==> src/rtl/uart_tx_port.sv <==
// uart_tx_port: memory-mapped UART transmitter (8N1, optional parity).
//
// Bytes stored to DATA are queued in a small FIFO and shifted out LSB first
// on tx at a bit period of DIV+1 clocks. irq is a level request raised when
// the transmitter is idle with an empty FIFO and IRQEN[0] is set.
//
// Register map (address[3:0]):
//   0x0 DATA   W: push data_in[7:0]; reads 0
//   0x1 DIV    R/W: [15:0] divisor, [16] odd parity (parity build only)
//   0x2 STATUS R: {count[3:0], overflow, empty, full, busy}; W: bit 3 clears overflow
//   0x3 IRQEN  R/W: [0] interrupt enable
//
// Ports:
//   clk       system clock, rising edge
//   rst       asynchronous active-low reset
//   ce, rw    chip enable and direction from the decoder (rw=1 store)
//   address   register select
//   data_in   store data
//   data_out  read data, combinational, 0 when not read-selected
//   tx        serial output, idle high
//   irq       level interrupt request
//
// Build option: define UART_TX_PARITY_EN to add a parity bit between the
// data bits and the stop bit (even by default, odd when DIV[16] is set).
//
// FSM states:
//   state  | meaning
//   IDLE   | line high; pops the FIFO head when one is waiting
//   START  | start bit (low) for one bit period
//   DATA   | eight data bits, LSB first
//   PARITY | parity bit (parity build only)
//   STOP   | stop bit (high) for one bit period

module uart_tx_port #(
  parameter int          DATA_WIDTH = 32,
  parameter int          FIFO_DEPTH = 8,
  parameter logic [15:0] DIV_RESET  = 16'd216
) (
  input  logic                  clk,
  input  logic                  rst,
  input  logic                  ce,
  input  logic                  rw,
  input  logic [3:0]            address,
  input  logic [DATA_WIDTH-1:0] data_in,
  output logic [DATA_WIDTH-1:0] data_out,
  output logic                  tx,
  output logic                  irq
);

  localparam int AW = $clog2(FIFO_DEPTH);
  localparam int CW = AW + 1;

  typedef enum logic [2:0] {
    IDLE,
    START,
    DATA,
`ifdef UART_TX_PARITY_EN
    PARITY,
`endif
    STOP
  } state_t;

  state_t state, state_nx;

  logic [7:0]    mem [FIFO_DEPTH];
  logic [AW-1:0] rd_ptr, wr_ptr;
  logic [CW-1:0] count;
  logic          full, empty;
  logic [7:0]    head;

  logic [15:0]   div;
  logic [15:0]   cnt;
  logic [2:0]    bit_idx;
  logic [7:0]    shift;
  logic          irqen;
  logic          ovf;

  logic          wr_data, wr_div, wr_stat, wr_irqen;
  logic          push_ok, pop, bit_done;
  logic [7:0]    status;
  logic          tx_c;
  logic          unused_bits;

`ifdef UART_TX_PARITY_EN
  logic          odd;
  logic          par_bit;
`endif

  assign wr_data  = ce & rw & (address == 4'h0);
  assign wr_div   = ce & rw & (address == 4'h1);
  assign wr_stat  = ce & rw & (address == 4'h2);
  assign wr_irqen = ce & rw & (address == 4'h3);

  assign full  = (count == CW'(FIFO_DEPTH));
  assign empty = (count == '0);
  assign head  = mem[rd_ptr];

  // A pop in the same cycle frees a slot, so a store into a full FIFO is
  // still accepted then.
  assign push_ok  = wr_data & (~full | pop);
  assign bit_done = (cnt == 16'd0);

  // Upper store-data bits carry no register content.
  assign unused_bits = ^data_in[DATA_WIDTH-1:16];

  always_comb begin
    state_nx = state;
    pop      = 1'b0;
    tx_c     = 1'b1;
    case (state)
      IDLE: begin
        if (!empty) begin
          pop      = 1'b1;
          state_nx = START;
        end
      end
      START: begin
        tx_c = 1'b0;
        if (bit_done) state_nx = DATA;
      end
      DATA: begin
        tx_c = shift[0];
        if (bit_done && bit_idx == 3'd7) begin
`ifdef UART_TX_PARITY_EN
          state_nx = PARITY;
`else
          state_nx = STOP;
`endif
        end
      end
`ifdef UART_TX_PARITY_EN
      PARITY: begin
        tx_c = par_bit;
        if (bit_done) state_nx = STOP;
      end
`endif
      STOP: begin
        if (bit_done) state_nx = IDLE;
      end
      default: state_nx = IDLE;
    endcase
  end

  // tx decodes the state register so reset forces the line high at once.
  assign tx  = tx_c;
  assign irq = irqen & empty & (state == IDLE);

  always_ff @(posedge clk or negedge rst) begin
    if (!rst) state <= IDLE;
    else      state <= state_nx;
  end

  // Baud counter reloads on every bit boundary, so a DIV write lands on the
  // next bit rather than stretching the current one.
  always_ff @(posedge clk or negedge rst) begin
    if (!rst) begin
      cnt     <= 16'd0;
      bit_idx <= 3'd0;
      shift   <= 8'd0;
    end else begin
      if (pop || (state != IDLE && bit_done)) cnt <= div;
      else if (cnt != 16'd0)                  cnt <= cnt - 16'd1;

      if (pop) begin
        shift   <= head;
        bit_idx <= 3'd0;
      end else if (state == DATA && bit_done) begin
        shift   <= shift >> 1;
        bit_idx <= bit_idx + 3'd1;
      end
    end
  end

`ifdef UART_TX_PARITY_EN
  always_ff @(posedge clk or negedge rst) begin
    if (!rst)     par_bit <= 1'b0;
    else if (pop) par_bit <= (^head) ^ odd;
  end
`endif

  always_ff @(posedge clk) begin
    if (push_ok) mem[wr_ptr] <= data_in[7:0];
  end

  always_ff @(posedge clk or negedge rst) begin
    if (!rst) begin
      rd_ptr <= '0;
      wr_ptr <= '0;
      count  <= '0;
    end else begin
      if (push_ok) wr_ptr <= wr_ptr + AW'(1);
      if (pop)     rd_ptr <= rd_ptr + AW'(1);
      case ({push_ok, pop})
        2'b10:   count <= count + CW'(1);
        2'b01:   count <= count - CW'(1);
        default: count <= count;
      endcase
    end
  end

  always_ff @(posedge clk or negedge rst) begin
    if (!rst) begin
      div   <= DIV_RESET;
      irqen <= 1'b0;
      ovf   <= 1'b0;
    end else begin
      if (wr_div)   div   <= data_in[15:0];
      if (wr_irqen) irqen <= data_in[0];
      if (wr_data && full && !pop) ovf <= 1'b1;
      else if (wr_stat && data_in[3]) ovf <= 1'b0;
    end
  end

`ifdef UART_TX_PARITY_EN
  always_ff @(posedge clk or negedge rst) begin
    if (!rst)        odd <= 1'b0;
    else if (wr_div) odd <= data_in[16];
  end
`endif

  assign status = {4'b0000, ovf, empty, full, (state != IDLE) | ~empty}
                | (8'(count) << 4);

  always_comb begin
    data_out = '0;
    if (ce && !rw) begin
      case (address)
        4'h1: begin
          data_out[15:0] = div;
`ifdef UART_TX_PARITY_EN
          data_out[16] = odd;
`endif
        end
        4'h2:    data_out[7:0] = status;
        4'h3:    data_out[0]   = irqen;
        default: data_out = '0;
      endcase
    end
  end

endmodule

==> config.mk <==
export PLATFORM = sky130hd
export DESIGN_NAME = uart_tx_port
export DESIGN_NICKNAME = d
export VERILOG_FILES = /design/src/rtl/uart_tx_port.sv
export SDC_FILE = /design/constraint.sdc
export NUM_CORES = 1
export LEC_CHECK = 0
export CAP_MARGIN = 20
export CORE_MARGIN = 3
export CORE_UTILIZATION = 50
export DETAILED_ROUTE_END_ITERATION = 16
export HOLD_SLACK_MARGIN = 0.1
export PLACE_DENSITY = 0.76
export SLEW_MARGIN = 20
export SYNTH_ARGS = -nofsm -noshare
export SYNTH_HDL_FRONTEND = slang
export SYNTH_SLANG_ARGS = --single-unit
==> constraint.sdc <==
create_clock -name clk -period 2.2 [get_ports clk]
set_input_delay 0.22 -clock clk [delete_from_list [all_inputs] [get_ports clk]]
set_output_delay 0.22 -clock clk [all_outputs]
set_load 0.02 [all_outputs]
==> metrics, run 1 <==
Setup Viol. Count Final=0; Seq/Total Area, Yosys=between 50% and 60%; slew at the pin closest to its max-slew limit=~0.59 ns; mux contribution to synthesized area=between 10% and 20%; Worst Skew=0.00879 ns; r2r endpoint=count[1]$_DFFE_PN0P_; H-tree Lvls=4; worst-path maximum fanout=2; grt peak-use layer=met2; EDFF count, synth=64; FFs w/ async S/R, synth=47.1%; CTS tree=built; M2 GR Usage=34.0%; initial antenna violation count=0; setup ws final=roughly 0.056 ns; DP Worst Slack=-0.277 ns; largest family of logic cells by synthesized area=simple AND/OR/NAND/NOR gates; f_max=about 0.47 GHz; Synth Warn #=0; Final Cycle Share=97.4%; MaxCap Viol Count=0; XOR/XNOR Fraction of Synth Area=between 1.5 and 2%; vias=around 4000; HPWL Detailed=8750 um; WL final=~13000 um; final hold viol count=0; Critical R2R Launch=count[3]$_DFFE_PN0P_; drt first pass iters=7; Final Power=8.87 mW; # diodes=0; leakage power=around 2.9 nW; DRC viols=0; met3 Usage GRT=under 10%; Post-DRT Antenna Nets=0; Max Slew Vio Count=0; I/O Pins=between 70 and 80; pin count of the biggest net entering global routing=58; pwr dens=1230 mW/mm2; hold_ws=0.344 ns; Port Buf Inserts=41; post-synthesis register bit count=roughly 120; synth unique cells=54; Syn-to-layout area delta=24.9%; CP Launch Type=flop; WS Path Type=reg -> reg; Root Driver=clkbuf_16; total track usage=a little over a fifth; post-synthesis compound-gate area fraction=between 7 and 8%; num rows=38; status=complete, no violations; flop-to-flop setup slack=about 0.056 ns; Worst path max stage delay=around 0.52 ns; wire length per cell=19.5 um; total clock buffers created by CTS=17; placer congestion estimate=0.947; Die Ht=113 um; simple-gate portion of the synthesized area=a little over an eighth; Worst-Skew Late Latency=between 0.4 and 0.5 ns; crit path from=count[3]$_DFFE_PN0P_; top_reg_cell synth=edfxtp_1; layout cells sized above 1=26.1%; Crit. End Element=flop; Setup crit end=count[1]$_DFFE_PN0P_; end-of-flow core utilization=about two thirds; first-pass GRT wire length=21600 um; clk slew on worst S/H paths=0.05 ns; Critical Path AT=around 2.4 ns; fillers=between 700 and 800; routing usage on met1=just under 30%; Req. time, crit path=roughly 2.5 ns; Initial Utilization=between 50% and 60%; vias in the first global route=just over 4000; Clock Sinks=~120; Reg2Reg Depth=7; Min Clock Period, post-route=2.14 ns; synthesized area=slightly below 0.006 mm2; detailed-route vias per instance=around 5.8; Adder-Cell Fraction of Synth Area=about 2.4%; die area=0.0129 mm2; total grt overflow=0; chip width=around 110 um; crit-path cells=buf_6, or4_4, and2_4, and2_4, xor2_1, ha_2, mux2_4; unrepaired setup endpoints after global routing=yes; nets=between 500 and 600; Critical Path Slowest Stage Cell=or4_4; Max VDD drop=0.886 mV; most frequent CP cell=and2_4; Post-Synthesis Mean Instance Area=~13 um2; Syn Inst Count=between 400 and 500; relative slew slack=60.2%; core area=0.0110 mm2; HP Class=in -> async; initial DRC count=about 330; Clock Path Buffers=2
[metrics by stage]
step / setup TNS [ns] / instances / cell area (um2)
after detailed placement: -17.55 / 656 / 6580
after global routing: -0.0847 / 692 / 7200
after CTS: -0.119 / 689 / 7160
after global placement: -12.59 / 656 / 6580
final: 0 / 692 / 7200
after floorplan: -0.0578 / 464 / 5830
[placed cells by master (no fill, tap or decap), types with 11 or more instances in the layout]
| cell | synthesis | final |
|---|---|---|
| dlygate4sd2_1 | 0 | 15 |
| nand3_1 | 13 | 13 |
| dfrtp_1 | 53 | 53 |
| mux4_2 | 16 | 16 |
| o21ai_0 | 11 | 11 |
| buf_4 | 17 | 46 |
| conb_1 | 1 | 16 |
| clkdlybuf4s50_1 | 0 | 22 |
| edfxtp_1 | 64 | 64 |
| nor2_1 | 29 | 29 |
| nand2_1 | 27 | 25 |
| nor3_1 | 25 | 21 |
| mux2_2 | 20 | 20 |
| clkbuf_16 | 0 | 17 |
| a21oi_1 | 20 | 19 |
[state kept, by name (all words and copies together), names as in the netlist]
register	cells
bit_idx	3
cnt	16
count	4
div	16
irqen	1
mem	64
ovf	1
rd_ptr	3
shift	8
state	2
wr_ptr	3
[how the worst min path moves through the flow]
stage | from | end | slack (ns) | depth (start not counted)
final | rst | cnt[15]$_DFFE_PN0P_ | 0.34 | 3
after floorplan | rst | bit_idx[0]$_DFFE_PN0P_ | -0.08 | 0
after CTS | rst | cnt[4]$_DFFE_PN0P_ | 0.35 | 3
after global placement | rst | cnt[13]$_DFFE_PN0P_ | 0.24 | 2
after global routing | rst | cnt[15]$_DFFE_PN0P_ | 0.36 | 3
after detailed placement | rst | state[1]$_DFFE_PN0P_ | 0.25 | 2
[Yosys cell counts, drive strengths merged, types with 3 or more instances]
master | instances | area [um2]
a21oi | 23 | 134
a22oi | 6 | 45.0
nand4 | 7 | 43.8
and2 | 14 | 92.6
a211oi | 8 | 60.1
xor2 | 4 | 35.0
mux2 | 21 | 236
o21ai | 12 | 60.1
xnor2 | 9 | 78.8
nor2b | 9 | 56.3
nand2b | 5 | 31.3
nor3 | 27 | 145
a211o | 3 | 26.3
mux2i | 10 | 100
dfrtp | 53 | 1330
clkbuf | 10 | 37.5
nor2 | 29 | 109
ha | 11 | 138
edfxtp | 64 | 1920
nand2 | 27 | 101
inv | 5 | 18.8
dfstp | 4 | 105
mux4 | 16 | 360
nand3 | 13 | 65.1
nor4 | 6 | 37.5
buf | 27 | 190
[cell type report]
type / instances / area (um2) / share of cell area [%]
clock inverters: 8 / 97.6 / 1.36
repair buffers: 93 / 810 / 11.2
clock buffers: 24 / 472 / 6.55
inverters: 5 / 18.8 / 0.261
flip-flops and latches: 121 / 3350 / 46.6
well taps: 140 / 175 / 2.43
multi-input cells: 301 / 2270 / 31.6
[critical path, delay by kind of cell, from the launching register on]
family / cells / cell delay, ns
adders and majority gates: 1 / 0.29
muxes: 1 / 0.26
xor gates and xnor gates: 1 / 0.14
DFF: 1 / 0.39
and+or+nand+nor: 3 / 0.82
buffers and inverters: 1 / 0.12
[cells by family after synthesis]
kind of cell,Yosys count
AOI/OAI and AO/OA,67
DFF,121
and+or+nand+nor,147
adders and majority gates,11
muxes,47
other,1
xor gates and xnor gates,13
buffers and inverters,42
[repair_timing]
item | in CTS | in global routing
setup buffers | 0 | 3
endpoints found under the hold margin | 57 | 0
hold buffers | 1 | 0
setup endpoints to repair | 20 | 6
resized for setup | 26 | 14
pin swaps | 0 | 8
[routing by layer]
layer	up-vias	part of all wire, %	wire length, um
met1	1987	41	5560
met4	0	2.9	395
li1	1837	-	-
met3	38	5.7	768
met2	158	50	6740
met5	-	0	0
[report_power, final]
part	switching (mW)	internal (mW)
sequential	0.391	2.79
clock	0.930	1.72
combinational	1.57	1.46
total	2.89	5.97
(Power assumes the default switching activity.)
==> run 2, diff against run 1 <==
--- a/config.mk
+++ b/config.mk
@@ -6,7 +6,6 @@
 export NUM_CORES = 1
 export LEC_CHECK = 0
 export CAP_MARGIN = 20
-export CORE_MARGIN = 3
 export CORE_UTILIZATION = 50
 export DETAILED_ROUTE_END_ITERATION = 16
 export HOLD_SLACK_MARGIN = 0.1
==> metrics, run 2 (same netlist as run 1, synthesis figures left out) <==
worst-path maximum fanout=4 (+2); HP Class=in -> reg; CTS tree=built; Initial Utilization=52.2% (unchanged); Post-DRT Antenna Nets=0 (unchanged); top flop regs=mem x64, cnt x16, div x16; layout cells sized above 1=26.1% (unchanged); Critical Path AT=2.00 ns (-0.43 ns); setup ws final=-0.0164 ns (-0.0727 ns); Die Ht=109 um (-3.5%); end-of-flow core utilization=65.7% (+0.40 points); relative slew slack=50.9% (-9.3 points); pin count of the biggest net entering global routing=58 (unchanged); Worst-Skew Late Latency=0.41 ns (about the same); Largest Register=mem; num rows=38 (unchanged); crit-path cells=nor4_2, buf_4, nand2_2, mux2_4, a21oi_4, nor4_2, buf_4; HPWL Detailed=8760 um (about the same); Max Slew Vio Count=0 (unchanged); number of buffers and inverters on the critical path=2 (+1); pwr dens=1260 mW/mm2 (+2.2%); total track usage=24.2% (+2.2 points); slew at the pin closest to its max-slew limit=0.736 ns (+0.141 ns); status=finished, violations left; Min Clock Period, post-route=2.22 ns (+0.0727 ns); Req. time, crit path=1.98 ns (-0.51 ns); H-tree Lvls=4 (unchanged); Setup Viol. Count Final=2 (+2); CP Launch Type=flop; Crit. End Element=output port; DRC viols=0 (unchanged); nets=590 (unchanged); Clock Path Buffers=2 (unchanged); Worst path max stage delay=0.42 ns (-0.10 ns); detailed-route vias per instance=5.83 (+0.42%); Max VDD drop=0.785 mV (-11%); placer congestion estimate=0.906 (-4.3%); vias=4037 (+0.42%); failing checks=setup timing; Final Cycle Share=101% (+3.3 points); final hold viol count=0 (unchanged); setup TNS=-0.0165 ns (-0.0165 ns); chip width=109 um (-3.5%); leakage power=2.93 nW (+0.83%); wire length per cell=19.3 um (-0.62%); clk slew on worst S/H paths=0.05 ns (about the same); Syn-to-layout area delta=25.7%; die area=0.0120 mm2 (-6.9%); total clock buffers created by CTS=17 (unchanged); unrepaired setup endpoints after global routing=yes; Largest register FFs=64 (unchanged); # diodes=0 (unchanged); I/O Pins=74 (unchanged); WL final=13400 um (-0.62%); total grt overflow=0 (unchanged); core area=0.0110 mm2 (unchanged); f_max=0.451 GHz (-3.3%); Crit path max-delay family=flip-flops; Worst Skew=0.00773 ns (-0.00105 ns); Port Buf Inserts=41 (unchanged); MaxCap Viol Count=0 (unchanged); vias in the first global route=4021 (-3.2%); Clock Sinks=121 (unchanged); initial DRC count=321 (-1.5%); WS Path Type=reg -> out; initial antenna violation count=0 (unchanged); most common cell after layout, fill and taps aside=edfxtp_1; Critical Path Slowest Stage Cell=dfrtp_1; Root Driver=clkbuf_16; drt first pass iters=5 (-2); most frequent cells in the layout=edfxtp_1, dfrtp_1, buf_4, nor2_1, nand2_1; first-pass GRT wire length=20900 um (-2.9%)
## run 2: where the power goes
part,total (mW),internal [mW],switching (mW)
logic,2.98,1.45,1.53
clock network,2.93,1.90,1.03
registers,3.20,2.79,0.411
total,9.11,6.14,2.97
## run 2: routing by layer
metal,global-route usage (%),vias to the layer above,routed length [um]
met5,0,-,0
met4,10.2,0,187
met3,5.75,18,909
met2,37.7,167,6640
met1,32.8,2021,5650
li1,-,1831,-
## run 2: final timing paths
kind                                      startpoint                      to  slack, ns  depth (start not counted)
worst max-delay path            count[2]$_DFFE_PN0P_             data_out[0]      -0.02                          7
worst min-delay path                     data_in[12]     div[12]$_DFFE_PN0P_       0.42                          2
worst max register to register  count[2]$_DFFE_PN0P_    count[2]$_DFFE_PN0P_          0                          9
worst min register to register  shift[7]$_DFFE_PN0P_    shift[7]$_DFFE_PN0P_       0.51                          2
max in group asynchronous                        rst  bit_idx[0]$_DFFE_PN0P_       1.22                          3
min in group asynchronous                        rst     cnt[15]$_DFFE_PN0P_       0.49                          3
## run 2: worst register-to-register path, stage by stage (launching register included)
cell and delay [ns]:
dfrtp_1 0.42, buf_4 0.15, or4_4 0.53, and2_4 0.16, and2_4 0.14, xor2_1 0.15
ha_1 0.19, nor2_1 0.06, a32oi_1 0.18, xnor2_1 0.15
## run 2: timing repair
action | 4_1_cts | 5_1_grt
resized for setup | 27 | 12
pin swaps | 1 | 4
buffers inserted | 0 | 2
hold buffers | 1 | 0
setup endpoints to repair | 18 | 14
endpoints found under the hold margin | 53 | 0
## run 2: area by class of cell
type	count	area, um2
Multi-Input combinational cell	301	2290
Tap cell	140	175
Sequential cell	121	3350
Timing Repair Buffer	93	779
Clock buffer	18	429
Inverter	5	18.8
Fill cell	792	3790
Clock inverter	14	196
## run 2: metrics by stage
| step | area (um2) | total power [mW] | hold WS (ns) | setup slack (ns) | std cells |
|---|---|---|---|---|---|
| 2_1_floorplan | 5830 | 5.13 | -0.0756 | -0.0513 | 464 |
| 3_3_place_gp | 6560 | 5.93 | 0.403 | -0.153 | 657 |
| 3_5_place_dp | 6560 | 6.04 | 0.410 | -0.224 | 657 |
| 4_1_cts | 7190 | 8.99 | 0.410 | 0.00357 | 690 |
| 5_1_grt | 7240 | 9.56 | 0.419 | -0.0959 | 692 |
| 6_report | 7240 | 9.11 | 0.425 | -0.0164 | 692 |
